--- config.mk ---
export PLATFORM = sky130hd
export DESIGN_NAME = if_fetch
export DESIGN_NICKNAME = d
export VERILOG_FILES = /design/src/rtl/if_pkg.sv /design/src/rtl/if_fetch.sv
export SDC_FILE = /design/constraint.sdc
export NUM_CORES = 1
export LEC_CHECK = 0
export CORE_MARGIN = 5
export CORE_UTILIZATION = 25
export DETAILED_ROUTE_END_ITERATION = 6
export HOLD_SLACK_MARGIN = 0.03
export PLACE_DENSITY_LB_ADDON = 0.12
export SETUP_SLACK_MARGIN = 0.4
export SLEW_MARGIN = 20
export SYNTH_ARGS = -nofsm -noshare
export SYNTH_HDL_FRONTEND = slang
export SYNTH_SLANG_ARGS = --single-unit
--- constraint.sdc ---
create_clock -name i_clk -period 2.1 [get_ports i_clk]
set_input_delay 0.42 -clock i_clk [delete_from_list [all_inputs] [get_ports i_clk]]
set_output_delay 0.42 -clock i_clk [all_outputs]
set_load 0.02 [all_outputs]
--- src/rtl/if_pkg.sv ---
// Shared types and constants for the instruction-fetch stage.
// Holds the fetch FSM state encoding and the reset/NOP defaults.
package if_pkg;

    localparam int XLEN = 32;

    localparam logic [XLEN-1:0] RESET_PC_DEF  = 32'h0000_0000;
    localparam logic [XLEN-1:0] NOP_INSTR_DEF = 32'h0000_0013;

    typedef enum logic [2:0] {
        S_IDLE,
        S_REQ,
        S_WAIT,
        S_HOLD,
        S_DRAIN
    } fetch_state_t;

endpackage

--- src/rtl/if_fetch.sv ---
// Instruction fetch: PC register, single-outstanding imem request FSM
// and a one-entry output buffer handing instructions to decode.
module if_fetch
    import if_pkg::*;
#(
    parameter logic [XLEN-1:0] RESET_PC  = RESET_PC_DEF,
    parameter logic [XLEN-1:0] NOP_INSTR = NOP_INSTR_DEF
) (
    input  logic            i_clk,
    input  logic            i_reset,
    input  logic [XLEN-1:0] i_pc_next,
    input  logic            i_redirect,
    output logic [XLEN-1:0] o_pc,
    output logic [XLEN-1:0] o_pc_four,
    output logic            o_imem_req,
    output logic [XLEN-1:0] o_imem_addr,
    input  logic            i_imem_gnt,
    input  logic            i_imem_rvalid,
    input  logic [XLEN-1:0] i_imem_rdata,
    output logic [XLEN-1:0] o_instr,
    output logic [XLEN-1:0] o_instr_pc,
    output logic            o_instr_vld,
    input  logic            i_instr_rdy,
    output logic            o_fetch_err
);

    fetch_state_t    state_q, state_d;
    logic [XLEN-1:0] pc_q, pc_d;
    logic [XLEN-1:0] instr_q, instr_d;
    logic [XLEN-1:0] ipc_q, ipc_d;
    logic            err_q, err_d;
    logic            misaligned;

    assign misaligned = |pc_q[1:0];

    always_ff @(posedge i_clk) begin
        if (i_reset) begin
            state_q <= S_IDLE;
            pc_q    <= RESET_PC;
            instr_q <= NOP_INSTR;
            ipc_q   <= RESET_PC;
            err_q   <= 1'b0;
        end else begin
            state_q <= state_d;
            pc_q    <= pc_d;
            instr_q <= instr_d;
            ipc_q   <= ipc_d;
            err_q   <= err_d;
        end
    end

    always_comb begin
        state_d    = state_q;
        pc_d       = pc_q;
        instr_d    = instr_q;
        ipc_d      = ipc_q;
        err_d      = err_q;
        o_imem_req = 1'b0;
        unique case (state_q)
            S_IDLE: state_d = S_REQ;
            S_REQ: begin
                if (misaligned) begin
                    instr_d = NOP_INSTR;
                    ipc_d   = pc_q;
                    err_d   = 1'b1;
                    state_d = S_HOLD;
                end else begin
                    o_imem_req = 1'b1;
                    if (i_redirect) pc_d = i_pc_next;
                    if (i_imem_gnt)
                        state_d = i_redirect ? S_DRAIN : S_WAIT;
                end
            end
            S_WAIT: begin
                if (i_redirect) begin
                    pc_d    = i_pc_next;
                    state_d = i_imem_rvalid ? S_REQ : S_DRAIN;
                end else if (i_imem_rvalid) begin
                    instr_d = i_imem_rdata;
                    ipc_d   = pc_q;
                    err_d   = 1'b0;
                    state_d = S_HOLD;
                end
            end
            S_HOLD: begin
                // redirect drops the held word; rdy retires it
                if (i_redirect || i_instr_rdy) begin
                    pc_d    = i_pc_next;
                    state_d = S_REQ;
                end
            end
            S_DRAIN: begin
                if (i_redirect) pc_d = i_pc_next;
                if (i_imem_rvalid) state_d = S_REQ;
            end
            default: state_d = S_IDLE;
        endcase
    end

    assign o_pc        = pc_q;
    assign o_pc_four   = pc_q + 32'd4;
    assign o_imem_addr = pc_q;
    assign o_instr     = instr_q;
    assign o_instr_pc  = ipc_q;
    assign o_fetch_err = err_q;
    assign o_instr_vld = (state_q == S_HOLD);

endmodule

==> flow_summary.toml <==
[run_status]
status = "complete, but fails checks"
violations = "negative setup slack"

[pwr]
p_total_uw = 5606
comb_power_share_pct = 33.8
p_leak_uw = 0.004298
swShare_pct = 32.63
power.switching_uw = 1829
clkPwrFrac_pct = 29.6
seqPwrFrac_pct = 36.5
power.density_nw_per_um2 = 611.9
p_int_uw = 3777
peakVddDrop_mv = 0.3641

[timing]
period_needed_ns = 2.543
worstMarginPinSlew_ns = 0.5147
slew_headroom_pct = 65.69
rsz0062_at_grt = "true"
hold_viol = 0
period_share_pct = 121.1
fmax_mhz = 393.3
final_max_slew_viol_count = 0
setup_violations = 20
fin_worst_skew_ns = 0.006656
setup_tns_ns = -5.641
fin_ws_ns = -0.4426

[floorplanning]
ios = 233
core_um2 = 20040
die_w_um = 152.2
start_util_pct = 25.22
rows = 52
die_area_um2 = 23160
dieHeight_um = 152.2

[yosys]
seq_area_frac_synth_pct = 39.61
netlist_instances = 600
ys_ff_latch = 100
synth_top_area_cell = "dfxtp_1"
postSynthAreaPerCell_um2 = 8.423
syn_area_um2 = 5054
synthArstFlopShare_pct = 0
ys_types = 42
yosys.area.top_type_share_pct = 39.61
syn_nets = 671
synth_edf_count = 0
ys.flop_type = "dfxtp_1"
yosys-top-cells-area = "dfxtp_1 (40%), nand2b_1 (7.6%), a21oi_1 (6.5%)"
yosys_warnings = 0

[critical_path]
cp_max_fo = 5
slowest_delay_ns = 0.61
cp-start-kind = "register"
crit_chain = "nand4_4, or4_4, buf_12, nor3_4, xnor2_1, buf_4"
cpMaxStageDelayCell = "or4_4"
required_ns = 1.68
critPathKind = "register to output port"
worstPathArrival_ns = 2.12
endpoint_kind = "output port"

[detailed_routing]
ant_nets = 0
drc = 0
drt-initial-drc-count = 198
via_per_inst = 4.731
wirelength_um = 20830
routedWlPerCell_um = 18.24
drt_pass1_iterations = 4
num_vias = 5403

[clock_network]
clk_latency_ns = 0.35
clock-root-buffer = "clkbuf_16"
clock_path_buffers = 2
numCtsBuffers = 9
hold_buffers = 0
cts.sinks = 100
h-tree-depth = 3
cts_tree = "done"
clk_pin_slew_ns = 0.07

[global_route]
grt_max_degree = 66
grt_pass1_wl_um = 32400
gr-total-overflow = 0
grt_pass1_vias = 5665
grt.total_usage_pct = 17.44
antenna_found_initial = 0

[layout]
layout_commonest_cell = "dlygate4sd2_1"
post-route-util_pct = 45.72
antenna_cells = 0
nets = 938
final_cell_mix = "dlygate4sd2_1 (116), dfxtp_1 (76), buf_4 (75)"
finalInstanceArea_um2 = 9163
layout-drive-gt1-share_pct = 30.96
areaGrowthSynthToFinish_pct = 81.31
fillCellCount = 2002

[run]
cap_viol_max_count = 0

[hold_path]
hold_path.class = "register to register"

[placed_design]
place_hpwl_um = 14280
place_congestion = 0.7964
port_buffers = 232
pre_cts_ws_ns = -0.5908
post_dp_cell_area_um2 = 8092
==> cells by family (layout without fill, tap and decap cells) <==
family	count (synthesis)	after routing	share of synthesized area, %
multiplexers	32	32	6.338
XOR/XNOR	28	28	4.853
AO/OA/AOI/OAI	142	142	14.76
adder cells (fa/ha/maj)	1	1	0.2475
flip-flops	100	100	39.61
buffers and inverters	97	369	10.25
AND/OR/NAND/NOR	200	200	23.94
==> routing by layer <==
layer	vias up	global-route usage, %	routed length, um
met3	15	4.289	1170
met5	-	0	0
met1	2641	21.04	8536
met2	151	31.16	10840
met4	0	4.281	276
li1	2596	-	-
==> per-stage QoR <==
step,hold WS (ns),std cells
3_5_place_dp,0.4675,1084
6_report,0.4726,1142
2_1_floorplan,0.5306,600
4_1_cts,0.4749,1127
5_1_grt,0.4875,1142
3_3_place_gp,0.4600,1083
==> power groups by stage <==
stage               Clock [uW]  Sequential (uW)  Combinational [uW]
floorplan                    0             2250                 727
global placement             0             2080                1700
detailed placement           0             2080                1720
CTS                       1720             2050                1840
global route              1780             2060                2010
finish                    1660             2050                1900
==> synthesized netlist by cell type (3+ instances only) <==
library cell  number
a21oi_1           66
nor3b_1            3
buf_1              7
nor4_1             4
nand2_1            8
nand2b_1          61
buf_2              6
inv_1              9
nand3_1           43
clkbuf_1          37
o21bai_1           4
buf_4             37
dfxtp_1          100
a22oi_1            3
nor3_1            13
or2b_1             3
o21ai_0           64
xor2_1            15
and3_1             5
xnor2_1           13
mux2i_1           32
nor2_1             8
nand4_1           35
==> worst max-delay path: cells and delay by family (launching register included) <==
family | cells | cell delay, ns
buf+inv | 2 | 0.36
xor+xnor | 1 | 0.15
simple gates | 3 | 0.89
flops | 1 | 0.36
==> cell type report <==
cell class,instances,area (um^2),share of cell area [%]
Clock inverter,4,21.27,0.2321
Clock buffer,12,266.5,2.909
Tap cell,270,337.8,3.687
Timing Repair Buffer,344,3346,36.52
Multi-Input combinational cell,403,3083,33.65
Sequential cell,100,2074,22.64
Inverter,9,33.78,0.3687
==> worst paths after layout <==
path,startpoint,to,slack [ns],cells after the start
setup / recovery,o_imem_addr[11],o_pc_four[27],-0.44,6
hold / removal,o_instr[26],o_instr[26],0.47,2
setup reg to reg,state_q[1],o_imem_addr[4],0.46,7
hold reg to reg,o_instr[26],o_instr[26],0.47,2
==> timing repair <==
action / in CTS / in global routing
endpoints found under the setup margin: 250 / 126
gates resized for setup: 404 / 72
gates cloned: 5 / 0
pin swaps: 32 / 31
setup buffers: 22 / 15
==> state kept, by name, summed over array words and instances, names as in the netlist <==
signal	count
state_q	3
o_imem_addr	32
o_fetch_err	1
o_instr	32
o_instr_pc	32
No activity file was read; power rests on OpenSTA's default activity.
